`src/rtl/rv32i_pkg.sv`:
```
// rv32i_pkg: shared RV32I opcodes, encoder token kinds and loader FSM states
package rv32i_pkg;
  typedef enum logic [3:0] {
    ENC_R, ENC_I_ALU, ENC_I_SHIFT, ENC_LOAD, ENC_STORE, ENC_BRANCH,
    ENC_JAL, ENC_JALR, ENC_LUI, ENC_AUIPC, ENC_SYSTEM
  } enc_kind_t;
  typedef enum logic [1:0] {S_IDLE, S_LOAD, S_FLUSH, S_DONE} ldr_state_t;
  localparam logic [6:0] OPC_OP     = 7'b0110011;
  localparam logic [6:0] OPC_OP_IMM = 7'b0010011;
  localparam logic [6:0] OPC_LOAD   = 7'b0000011;
  localparam logic [6:0] OPC_STORE  = 7'b0100011;
  localparam logic [6:0] OPC_BRANCH = 7'b1100011;
  localparam logic [6:0] OPC_JAL    = 7'b1101111;
  localparam logic [6:0] OPC_JALR   = 7'b1100111;
  localparam logic [6:0] OPC_LUI    = 7'b0110111;
  localparam logic [6:0] OPC_AUIPC  = 7'b0010111;
  localparam logic [6:0] OPC_SYSTEM = 7'b1110011;
  localparam logic [31:0] NOP_WORD  = 32'h00000013;
endpackage

```
`src/rtl/instr_encoder_loader_if.sv`:
```
// instr_encoder_loader_if: field-token stream in, IMEM write port out
interface instr_encoder_loader_if #(parameter int AW = 10);
  import rv32i_pkg::*;
  logic            in_valid;
  logic            in_ready;
  enc_kind_t       in_kind;
  logic [2:0]      in_funct3;
  logic            in_alt;
  logic [4:0]      in_rd;
  logic [4:0]      in_rs1;
  logic [4:0]      in_rs2;
  logic [31:0]     in_imm;
  logic            in_last;
  logic            imem_we;
  logic            imem_ready;
  logic [AW-1:0]   imem_addr;
  logic [31:0]     imem_wdata;
  modport master (
    output in_valid, in_kind, in_funct3, in_alt, in_rd, in_rs1, in_rs2, in_imm, in_last, imem_ready,
    input  in_ready, imem_we, imem_addr, imem_wdata
  );
  modport slave (
    input  in_valid, in_kind, in_funct3, in_alt, in_rd, in_rs1, in_rs2, in_imm, in_last, imem_ready,
    output in_ready, imem_we, imem_addr, imem_wdata
  );
endinterface

```
`src/rtl/sync_fifo.sv`:
```
// sync_fifo: single-clock FIFO with registered count; push+pop allowed when full
module sync_fifo #(
  parameter int W     = 32,
  parameter int DEPTH = 4
) (
  input  logic         clk,
  input  logic         rst,
  input  logic         i_push,
  input  logic         i_pop,
  input  logic [W-1:0] i_data,
  output logic [W-1:0] o_data,
  output logic         o_full,
  output logic         o_empty
);
  localparam int AW = $clog2(DEPTH);
  logic [W-1:0] r_mem [DEPTH];
  logic [AW-1:0] r_wp, r_rp;
  logic [AW:0] r_count;
  logic w_wr, w_rd;
  assign o_full  = r_count == (AW+1)'(DEPTH);
  assign o_empty = r_count == '0;
  assign w_wr    = i_push && (!o_full || i_pop);
  assign w_rd    = i_pop && !o_empty;
  assign o_data  = r_mem[r_rp];
  // Pointers and occupancy; a simultaneous push and pop leaves the count unchanged
  always_ff @(posedge clk or posedge rst)
    if (rst) begin
      r_wp    <= '0;
      r_rp    <= '0;
      r_count <= '0;
    end else begin
      r_wp    <= w_wr ? r_wp + AW'(1) : r_wp;
      r_rp    <= w_rd ? r_rp + AW'(1) : r_rp;
      r_count <= r_count + (AW+1)'(w_wr) - (AW+1)'(w_rd);
    end
  // Storage array needs no reset; only entries below the count are ever read
  always_ff @(posedge clk)
    if (w_wr) r_mem[r_wp] <= i_data;
endmodule

```
`src/rtl/instr_encoder_loader.sv`:
```
// instr_encoder_loader: encodes RV32I field tokens and writes them into IMEM; ENC_CHECKSUM_EN adds a checksum output
module instr_encoder_loader import rv32i_pkg::*; #(
  parameter int IMEM_AW    = 10,
  parameter int FIFO_DEPTH = 4
) (
  input  logic                 clk,
  input  logic                 rst,
  input  logic                 start,
  instr_encoder_loader_if.slave bus,
  output logic                 core_hold,
  output logic                 busy,
  output logic                 done,
  output logic                 enc_err,
  output logic                 overflow,
  output logic [IMEM_AW:0]     word_count
`ifdef ENC_CHECKSUM_EN
  ,
  output logic [31:0]          checksum
`endif
);
  localparam int CW = IMEM_AW + 1;
  ldr_state_t r_state;
  logic r_enc_vld;
  logic [31:0] r_enc_word;
  logic [CW-1:0] r_issued;
  logic [32:0] w_enc;
  logic [31:0] w_head;
  logic w_full, w_empty, w_pop, w_accept, w_drop, w_push_ok, w_start;

  function automatic logic [32:0] encode(input enc_kind_t k, input logic [2:0] f3, input logic alt,
                                         input logic [4:0] rd, input logic [4:0] rs1, input logic [4:0] rs2,
                                         input logic [31:0] m);
    logic i_ok, b_ok, j_ok;
    logic [32:0] r;
    i_ok = (&m[31:11]) || !(|m[31:11]);
    b_ok = ((&m[31:12]) || !(|m[31:12])) && !m[0];
    j_ok = ((&m[31:20]) || !(|m[31:20])) && !m[0];
    case (k)
      ENC_R:       r = {1'b0, 1'b0, alt, 5'd0, rs2, rs1, f3, rd, OPC_OP};
      ENC_I_ALU:   r = {!i_ok, m[11:0], rs1, f3, rd, OPC_OP_IMM};
      ENC_I_SHIFT: r = {|m[31:5], 1'b0, alt, 5'd0, m[4:0], rs1, f3, rd, OPC_OP_IMM};
      ENC_LOAD:    r = {!i_ok, m[11:0], rs1, f3, rd, OPC_LOAD};
      ENC_STORE:   r = {!i_ok, m[11:5], rs2, rs1, f3, m[4:0], OPC_STORE};
      ENC_BRANCH:  r = {!b_ok, m[12], m[10:5], rs2, rs1, f3, m[4:1], m[11], OPC_BRANCH};
      ENC_JAL:     r = {!j_ok, m[20], m[10:1], m[11], m[19:12], rd, OPC_JAL};
      ENC_JALR:    r = {!i_ok, m[11:0], rs1, 3'b000, rd, OPC_JALR};
      ENC_LUI:     r = {|m[11:0], m[31:12], rd, OPC_LUI};
      ENC_AUIPC:   r = {|m[11:0], m[31:12], rd, OPC_AUIPC};
      ENC_SYSTEM:  r = {1'b0, 25'd0, OPC_SYSTEM};
      default:     r = {1'b1, NOP_WORD};
    endcase
    return r[32] ? {1'b1, NOP_WORD} : r;
  endfunction

  assign w_enc         = encode(bus.in_kind, bus.in_funct3, bus.in_alt, bus.in_rd, bus.in_rs1, bus.in_rs2, bus.in_imm);
  assign bus.in_ready  = (r_state == S_LOAD) && !w_full;
  assign w_accept      = bus.in_valid && bus.in_ready;
  assign w_drop        = r_issued[IMEM_AW];
  assign w_push_ok     = !w_full || w_pop;
  assign w_pop         = bus.imem_we && bus.imem_ready;
  assign w_start       = start && (r_state == S_IDLE || r_state == S_DONE);
  assign bus.imem_we   = !w_empty;
  assign bus.imem_addr = word_count[IMEM_AW-1:0];
  assign bus.imem_wdata = w_head;

  sync_fifo #(.W(32), .DEPTH(FIFO_DEPTH)) u_fifo (
    .clk     (clk),
    .rst     (rst),
    .i_push  (r_enc_vld),
    .i_pop   (w_pop),
    .i_data  (r_enc_word),
    .o_data  (w_head),
    .o_full  (w_full),
    .o_empty (w_empty)
  );

  // Encoded-word stage: reloads whenever the FIFO can absorb what it currently holds
  always_ff @(posedge clk or posedge rst)
    if (rst) begin
      r_enc_vld  <= 1'b0;
      r_enc_word <= '0;
    end else if (w_push_ok) begin
      r_enc_vld  <= w_accept && !w_drop;
      r_enc_word <= w_enc[31:0];
    end

  // Session FSM with registered status; tokens beyond IMEM capacity are dropped at acceptance
  always_ff @(posedge clk or posedge rst)
    if (rst) begin
      r_state    <= S_IDLE;
      core_hold  <= 1'b1;
      busy       <= 1'b0;
      done       <= 1'b0;
      enc_err    <= 1'b0;
      overflow   <= 1'b0;
      word_count <= '0;
      r_issued   <= '0;
    end else begin
      if (w_pop) word_count <= word_count + CW'(1);
      if (w_accept && !w_drop) r_issued <= r_issued + CW'(1);
      if (w_accept && !w_drop && w_enc[32]) enc_err <= 1'b1;
      if (w_accept && w_drop) overflow <= 1'b1;
      case (r_state)
        S_LOAD:  if (w_accept && bus.in_last) r_state <= S_FLUSH;
        S_FLUSH: if (w_empty && !r_enc_vld) begin
          r_state   <= S_DONE;
          busy      <= 1'b0;
          done      <= 1'b1;
          core_hold <= 1'b0;
        end
        default: if (w_start) begin
          r_state    <= S_LOAD;
          busy       <= 1'b1;
          done       <= 1'b0;
          core_hold  <= 1'b1;
          enc_err    <= 1'b0;
          overflow   <= 1'b0;
          word_count <= '0;
          r_issued   <= '0;
        end
      endcase
    end

`ifdef ENC_CHECKSUM_EN
  // Running sum of every word IMEM accepted this session
  always_ff @(posedge clk or posedge rst)
    if (rst) checksum <= '0;
    else if (w_start) checksum <= '0;
    else if (w_pop) checksum <= checksum + w_head;
`endif
endmodule
```
`src/flat_wrapper.sv`:
```
// flat-port wrapper written by rule: the top's interface ports become plain ports
module instr_encoder_loader_flat import rv32i_pkg::*;
#(
  parameter int IMEM_AW    = 10,
  parameter int FIFO_DEPTH = 4
)
  (clk, rst, start, core_hold, busy, done, enc_err, overflow, word_count, bus_in_valid, bus_in_kind, bus_in_funct3, bus_in_alt, bus_in_rd, bus_in_rs1, bus_in_rs2, bus_in_imm, bus_in_last, bus_imem_ready, bus_in_ready, bus_imem_we, bus_imem_addr, bus_imem_wdata);
  instr_encoder_loader_if bus_i ();
  input  logic clk;
  input  logic rst;
  input  logic start;
  output logic core_hold;
  output logic busy;
  output logic done;
  output logic enc_err;
  output logic overflow;
  output logic [IMEM_AW:0] word_count;
  input wire logic [$bits(bus_i.in_valid)-1:0] bus_in_valid;
  input wire logic [$bits(bus_i.in_kind)-1:0] bus_in_kind;
  input wire logic [$bits(bus_i.in_funct3)-1:0] bus_in_funct3;
  input wire logic [$bits(bus_i.in_alt)-1:0] bus_in_alt;
  input wire logic [$bits(bus_i.in_rd)-1:0] bus_in_rd;
  input wire logic [$bits(bus_i.in_rs1)-1:0] bus_in_rs1;
  input wire logic [$bits(bus_i.in_rs2)-1:0] bus_in_rs2;
  input wire logic [$bits(bus_i.in_imm)-1:0] bus_in_imm;
  input wire logic [$bits(bus_i.in_last)-1:0] bus_in_last;
  input wire logic [$bits(bus_i.imem_ready)-1:0] bus_imem_ready;
  output wire logic [$bits(bus_i.in_ready)-1:0] bus_in_ready;
  output wire logic [$bits(bus_i.imem_we)-1:0] bus_imem_we;
  output wire logic [$bits(bus_i.imem_addr)-1:0] bus_imem_addr;
  output wire logic [$bits(bus_i.imem_wdata)-1:0] bus_imem_wdata;
  assign bus_i.in_valid = bus_in_valid;
  assign bus_i.in_kind = bus_in_kind;
  assign bus_i.in_funct3 = bus_in_funct3;
  assign bus_i.in_alt = bus_in_alt;
  assign bus_i.in_rd = bus_in_rd;
  assign bus_i.in_rs1 = bus_in_rs1;
  assign bus_i.in_rs2 = bus_in_rs2;
  assign bus_i.in_imm = bus_in_imm;
  assign bus_i.in_last = bus_in_last;
  assign bus_i.imem_ready = bus_imem_ready;
  assign bus_in_ready = bus_i.in_ready;
  assign bus_imem_we = bus_i.imem_we;
  assign bus_imem_addr = bus_i.imem_addr;
  assign bus_imem_wdata = bus_i.imem_wdata;
  instr_encoder_loader #(.IMEM_AW(IMEM_AW), .FIFO_DEPTH(FIFO_DEPTH)) u_core (.clk(clk), .rst(rst), .start(start), .bus(bus_i), .core_hold(core_hold), .busy(busy), .done(done), .enc_err(enc_err), .overflow(overflow), .word_count(word_count));
endmodule
```
`config.mk`:
```
export PLATFORM = sky130hd
export DESIGN_NAME = instr_encoder_loader_flat
export DESIGN_NICKNAME = d
export VERILOG_FILES = /design/src/rtl/rv32i_pkg.sv /design/src/rtl/instr_encoder_loader_if.sv /design/src/rtl/sync_fifo.sv /design/src/rtl/instr_encoder_loader.sv /design/src/flat_wrapper.sv
export SDC_FILE = /design/constraint.sdc
export NUM_CORES = 1
export LEC_CHECK = 0
export CORE_UTILIZATION = 50
export CTS_CLUSTER_SIZE = 25
export DETAILED_ROUTE_END_ITERATION = 6
export MAX_ROUTING_LAYER = met4
export PLACE_DENSITY = 0.82
export SLEW_MARGIN = 20
export SYNTH_ARGS = -nofsm -noshare
export SYNTH_HDL_FRONTEND = slang
export SYNTH_SLANG_ARGS = --single-unit
```
`constraint.sdc`:
```
create_clock -name clk -period 3 [get_ports clk]
set_input_delay 0.75 -clock clk [delete_from_list [all_inputs] [get_ports clk]]
set_output_delay 0.75 -clock clk [all_outputs]
set_load 0.1 [all_outputs]
```
==> results of run 1 <==
critical path: cells and delay by family (launching register included):
family	cells	cell delay, ns
buf+inv	2	0.42
flops	1	0.62
mux	1	0.57
power groups by stage:
stage          sequential, W  combinational, W  clock (W)
2_1_floorplan        0.00367           0.00353          0
3_3_place_gp         0.00350           0.00549          0
3_5_place_dp         0.00354           0.00557          0
4_1_cts              0.00349           0.00558    0.00216
5_1_grt              0.00354           0.00575    0.00226
6_report             0.00349           0.00554    0.00214
synthesized netlist by cell type, types with 12 or more instances:
library cell and n:
sky130_fd_sc_hd__a21oi_1 27, sky130_fd_sc_hd__a22oi_1 18, sky130_fd_sc_hd__buf_4 13, sky130_fd_sc_hd__clkbuf_1 15, sky130_fd_sc_hd__dfrtp_1 67, sky130_fd_sc_hd__edfxtp_1 124, sky130_fd_sc_hd__mux4_2 31, sky130_fd_sc_hd__nand2_1 45
sky130_fd_sc_hd__nand3_1 12, sky130_fd_sc_hd__nand4_1 14, sky130_fd_sc_hd__nor2_1 44, sky130_fd_sc_hd__nor2b_1 14, sky130_fd_sc_hd__o31ai_1 26, sky130_fd_sc_hd__xor2_1 13
per-stage QoR:
stage | util (%) | cell area (um2)
finish | 65.8 | 11000
global route | 65.8 | 11000
CTS | 65.8 | 11000
detailed placement | 62.5 | 10400
global placement | 62.5 | 10400
floorplan | - | 8540
state kept, by name (all words and copies together) (netlist names):
name and count:
u_core.u_fifo.r_mem 124, u_core.r_enc_word 31, u_core.r_issued 11, u_core.word_count 11
u_core.u_fifo.r_count 3, u_core.r_state 2, u_core.u_fifo.r_rp 2, u_core.u_fifo.r_wp 2
u_core.busy 1, u_core.core_hold 1, u_core.done 1, u_core.enc_err 1
u_core.overflow 1, u_core.r_enc_vld 1
metal layers:
layer / up-vias / share of wire (%) / routed length, um / global-route usage, %
met4: 0 / 4.4 / 840 / 13.3
met1: 2811 / 39 / 7530 / 28.2
li1: 2542 / - / - / -
met2: 197 / 51 / 9820 / 39.3
met3: 67 / 5.7 / 1110 / 5.56
met5: - / 0 / 0 / -
cells by family (layout without fill, tap and decap cells):
family / Yosys count / after routing / share of synthesized area, %
xor gates and xnor gates: 23 / 23 / 2.36
buffers and inverters: 57 / 204 / 3.90
adders and majority gates: 11 / 11 / 1.70
and+or+nand+nor: 171 / 171 / 10.1
AOI/OAI and AO/OA: 109 / 109 / 9.26
DFF: 192 / 192 / 63.5
other: 0 / 1 / 0
muxes: 39 / 39 / 9.14
area by class of cell:
class | instances | area, um2 | share of cell area (%)
sequential | 192 | 5430 | 49.5
multi-input combinational | 353 | 2790 | 25.4
timing repair buffer | 160 | 1860 | 17.0
clock buffer | 20 | 437 | 3.99
tap | 220 | 275 | 2.51
clock inverter | 12 | 118 | 1.07
inverter | 12 | 45.0 | 0.411
antenna | 1 | 2.50 | 0.0228
final timing paths:
kind,startpoint,endpoint,cells past startpoint
min reg2reg,u_core.busy,u_core.busy,1
max in group asynchronous,rst,u_core.u_fifo.r_rp[0],3
min in group asynchronous,rst,u_core.overflow,3
max reg2reg,u_core.u_fifo.r_count[1],u_core.u_fifo.r_count[2],10
max,u_core.u_fifo.r_rp[0],bus_imem_wdata[14],3
min,u_core.busy,u_core.busy,1
==> out/metrics.yaml, run 1 <==
max_cap_violations: 0
total_switching_power_w: 0.00479
vias: 5617
holdCritPathClass: "reg -> reg"
synth.cell_area_um2: 8540
area_delta_synth_final_pct: 28.3
grt_pass1_wl_mm: 31.2
cts_repair_resize_count: 0
layout_common_cells: "124 x sky130_fd_sc_hd__edfxtp_1, 66 x sky130_fd_sc_hd__dfrtp_1, 60 x sky130_fd_sc_hd__clkdlybuf4s50_1, 59 x sky130_fd_sc_hd__buf_4, 45 x sky130_fd_sc_hd__nand2_1"
floorplan.io_pins: 121
cts-hold-fix-buffers: 0
sw_frac_of_total_pct: 42.9
finalHoldViolations: 0
cts.repair_timing.setup_buffer_count: 0
critPathSlowestCell: "sky130_fd_sc_hd__dfrtp_2"
power.share.combinational_pct: 49.6
synth_area_per_cell_um2: 14.2
synthArstFlopShare_pct: 35.4
most_common_cell_after_layout_fill_and_taps_aside: "sky130_fd_sc_hd__edfxtp_1"
post_synth_edffs: 124
cellPowerDensity_nw_per_um2: 1020
maxSlewHeadroom_pct: 60.5
setup_ws_ns: 0.196
grt_max_degree: 60
startpoint_type: "register"
timing.final.setup_violations: 0
port-buffer-count: 120
synth_cell_type_count: 63
critical_path_required_ns: 2.25
timing.critical_path.to_type: "primary output"
initial_antenna_violation_count: 1
grt_remaining_overflow: 0
post_drt_via_cell_ratio: 5.79
core_region_area_um2: 16600
layoutNonFillerInstCount: 970
timing.critical_path.arrival_ns: 2.05
wire_per_inst_um: 19.9
tritoncts: "built"
fmax_mhz: 357
die_width_um: 133
start_util_pct: 51.3
cts-htree-levels: 4
slew_violations: 0
fp-row-count: 47
drt_iter0_drc: 288
cts.clk_slew.worst_paths_ns: 0.07
seqPwrFrac_pct: 31.3
globalplace.congestion: 0.936
crit_fanout: 15
clock-sinks: 192
clk_path_buf_depth: 2
min_period_over_period_pct: 93.5
drive_above_1_share_pct: 24.2
grt_setup_unrepaired: "false"
yosys-top-cells-area: "sky130_fd_sc_hd__edfxtp_1 44%, sky130_fd_sc_hd__dfrtp_1 20%, sky130_fd_sc_hd__mux4_2 8.2%"
dp.final_hpwl_mm: 13.6
total_clock_buffers_created_by_cts: 17
clock_network_fraction_of_design_power_pct: 19.2
die-height_um: 133
internal_power_w: 0.00638
dominantRegCellSynth: "sky130_fd_sc_hd__edfxtp_1"
netlist.top_cell.by_area: "sky130_fd_sc_hd__edfxtp_1"
placedCellCount: 937
worstMarginPinSlew_ns: 0.592
ys_warn_count: 0
final_nets: 808
cp_slowest_stage_delay_ns: 0.62
period_minus_slack_ns: 2.80
path_cells: "buf_12, mux4_2, buf_12"
place_worst_setup_slack_ns: -0.122
fin_skew_ns: 0.00796
worst-setup-path-type: "reg -> out"
gate_count_of_the_mapped_netlist: 602
power.leakage_nw: 4.14
synth.ff_latch_count: 192
totalNegativeSetupSlack_ns: 0
maximum_resistive_drop_on_vdd_v: 0.000720
synth_fp_nets: 674
outcome: "completed"
fp.dieArea_um2: 17600
antenna_left: 0
critical-path-top-cell-by-count: "sky130_fd_sc_hd__buf_12"
reg2reg_setup_slack_ns: 0.46
synth_seq_area_share_pct: 63.5
clk_latency_ns: 0.43
synth_top_area_share_pct: 43.6
drc: 0
cts_root_buffer: "sky130_fd_sc_hd__clkbuf_16"
finalPower_w: 0.0112
first_global_vias: 5970
fin_worst_hold_slack_ns: 0.510
drt_pass1_iterations: 4
totalWireLength_mm: 19.3
filler_cell_count: 1161
grtUsageTotal_pct: 24.3
(Power assumes the default switching activity.)
==> inputs of run 2 (changes only) <==
--- a/config.mk
+++ b/config.mk
@@ -5,6 +5,7 @@
 export SDC_FILE = /design/constraint.sdc
 export NUM_CORES = 1
 export LEC_CHECK = 0
+export ABC_AREA = 1
 export CORE_UTILIZATION = 50
 export CTS_CLUSTER_SIZE = 25
 export DETAILED_ROUTE_END_ITERATION = 6
==> out/metrics.yaml, run 2 <==
drive_above_1_share_pct: 21.1
largest_register: "u_core.u_fifo.r_mem"
fp.dieArea_um2: 18000
antenna_left: 0
tritoncts: "built"
clk_latency_ns: 0.43
cellPowerDensity_nw_per_um2: 1130
clock-sinks: 192
drt_iter0_drc: 576
cts-htree-levels: 4
outcome: "completed"
fin_worst_hold_slack_ns: 0.471
synth_common_cells: "157 x sky130_fd_sc_hd__nand2_1, 124 x sky130_fd_sc_hd__edfxtp_1, 118 x sky130_fd_sc_hd__nor2_1"
fin_skew_ns: 0.0101
dp.final_hpwl_mm: 14.5
grt_pass1_wl_mm: 33.7
totalWireLength_mm: 21.0
post-route-cell-area_um2: 11200
synth.ff_latch_count: 192
timing.final.setup_violations: 0
fmax_mhz: 350
core_region_area_um2: 16800
most_common_cell_after_layout_fill_and_taps_aside: "sky130_fd_sc_hd__nand2_1"
grt_max_degree: 64
synth.cell_area_um2: 8720
synth_area_per_cell_um2: 10.2
critPathSlowestCell: "sky130_fd_sc_hd__buf_4"
holdCritPathClass: "reg -> reg"
layout_common_cells: "157 x sky130_fd_sc_hd__nand2_1, 124 x sky130_fd_sc_hd__edfxtp_1, 113 x sky130_fd_sc_hd__nor2_1, 101 x sky130_fd_sc_hd__o21ai_0"
area_delta_synth_final_pct: 28.9
max_cap_violations: 0
min_period_over_period_pct: 95.4
grtUsageTotal_pct: 25.4
initial_antenna_violation_count: 0
maximum_resistive_drop_on_vdd_v: 0.000885
cp_slowest_stage_delay_ns: 0.49
ys_warn_count: 0
wire_per_inst_um: 17.4
grt_setup_unrepaired: "false"
start_util_pct: 51.9
globalplace.congestion: 0.935
startpoint_type: "register"
total_clock_buffers_created_by_cts: 17
cts-hold-fix-buffers: 0
filler_cell_count: 1298
final_nets: 1045
synthArstFlopShare_pct: 35.4
timing.critical_path.arrival_ns: 2.11
gate_count_of_the_mapped_netlist: 858
vias: 6613
clk_path_buf_depth: 2
period_minus_slack_ns: 2.86
synth_cell_type_count: 42
power.leakage_nw: 4.55
critical_path_required_ns: 2.25
fp-row-count: 47
floorplan.io_pins: 121
synth_seq_area_share_pct: 62.2
die-height_um: 134
post_synth_edffs: 124
synth_fp_nets: 930
largest_registers: "u_core.u_fifo.r_mem (124), u_core.r_enc_word (31)"
port-buffer-count: 120
cts.clk_slew.worst_paths_ns: 0.07
drt_pass1_iterations: 5
first_global_vias: 6345
grt_remaining_overflow: 0
worst-setup-path-type: "reg -> out"
timing.critical_path.to_type: "primary output"
slew_violations: 0
dpl-instance-area_um2: 10700
crit_fanout: 63
post_drt_via_cell_ratio: 5.48
dominantRegCellSynth: "sky130_fd_sc_hd__edfxtp_1"
netlist.top_cell.by_area: "sky130_fd_sc_hd__edfxtp_1"
finalHoldViolations: 0
largest_register_ff_count: 124
cts_root_buffer: "sky130_fd_sc_hd__clkbuf_16"
yosys-top-cells-area: "sky130_fd_sc_hd__edfxtp_1 43%, sky130_fd_sc_hd__dfrtp_1 19%, sky130_fd_sc_hd__nand2_1 6.8%"
worstMarginPinSlew_ns: 0.618
drc: 0
maxSlewHeadroom_pct: 58.4
cts.repair_timing.setup_buffer_count: 0
antennaDiodeCount: 0
die_width_um: 134
yosys.cell_count.top_type: "sky130_fd_sc_hd__nand2_1"
path_cells: "buf_4, o21ai_0, o22ai_2, buf_12"
synth_top_area_share_pct: 42.7
==> run 2: kinds of logic (layout without fill, tap and decap cells) <==
group	Yosys count	count (layout)	synth area share, %
AND/OR/NAND/NOR	320	320	15.2
AO/OA/AOI/OAI	206	206	14.1
flip-flops	192	192	62.2
buffers and inverters	123	251	6.26
adder cells (fa/ha/maj)	11	11	1.66
XOR/XNOR	6	6	0.603
==> run 2: stage by stage <==
step,total power (W),setup TNS (ns),worst slack (ns),cells,utilization [%]
after floorplan,0.00824,-0.0855,-0.0855,858,-
after global placement,0.0105,0,0.290,1174,63.4
after detailed placement,0.0106,0,0.274,1174,63.4
after CTS,0.0128,0,0.139,1206,66.9
after global routing,0.0132,0,0.0184,1206,66.9
final,0.0128,0,0.139,1206,66.9
==> run 2: per-layer routing <==
layer / vias up / part of all wire (%) / global-route usage (%)
met3: 33 / 6.0 / 4.76
li1: 3146 / - / -
met4: 0 / 1.9 / 6.74
met1: 3169 / 43 / 33.6
met5: - / 0 / -
met2: 265 / 49 / 40.6
==> run 2: layout make-up <==
| cell class | instances | area, um2 | area share (%) |
|---|---|---|---|
| clock buffers | 17 | 425 | 3.78 |
| flip-flops and latches | 192 | 5430 | 48.3 |
| well taps | 220 | 275 | 2.45 |
| repair buffers | 140 | 1700 | 15.1 |
| multi-input cells | 543 | 2960 | 26.3 |
| inverters | 79 | 299 | 2.66 |
| clock inverters | 15 | 160 | 1.42 |
==> run 2: worst max-delay path, delay by kind of cell, from the launching register on <==
kind	cells	cell delay [ns]
buffers and inverters	2	0.71
AO/OA/AOI/OAI	2	0.55
flip-flops	1	0.37
==> run 2: timing repair <==
item / 4_1_cts / 5_1_grt
gates resized for setup: 1 / 0
endpoints found under the setup margin: 2 / 0
hold endpoints to repair: 0 / 0
==> run 2: path summary, 6_finish.rpt <==
kind                                           from                        to  slack (ns)  cells past startpoint
max                           u_core.u_fifo.r_rp[0]         bus_imem_wdata[0]        0.14                      4
min                              u_core.r_issued[3]        u_core.r_issued[3]        0.47                      1
max reg2reg                u_core.u_fifo.r_count[1]  u_core.u_fifo.r_count[2]        0.71                     10
min reg2reg                      u_core.r_issued[3]        u_core.r_issued[3]        0.47                      1
max in group asynchronous                       rst            u_core.enc_err        1.70                      3
min in group asynchronous                       rst  u_core.u_fifo.r_count[0]        0.67                      2
==> run 2: where the power goes <==
part / total [W] / switching, W / internal [W]
logic: 0.00706 / 0.00489 / 0.00217
clock network: 0.00223 / 0.00110 / 0.00113
registers: 0.00347 / 0.000246 / 0.00322
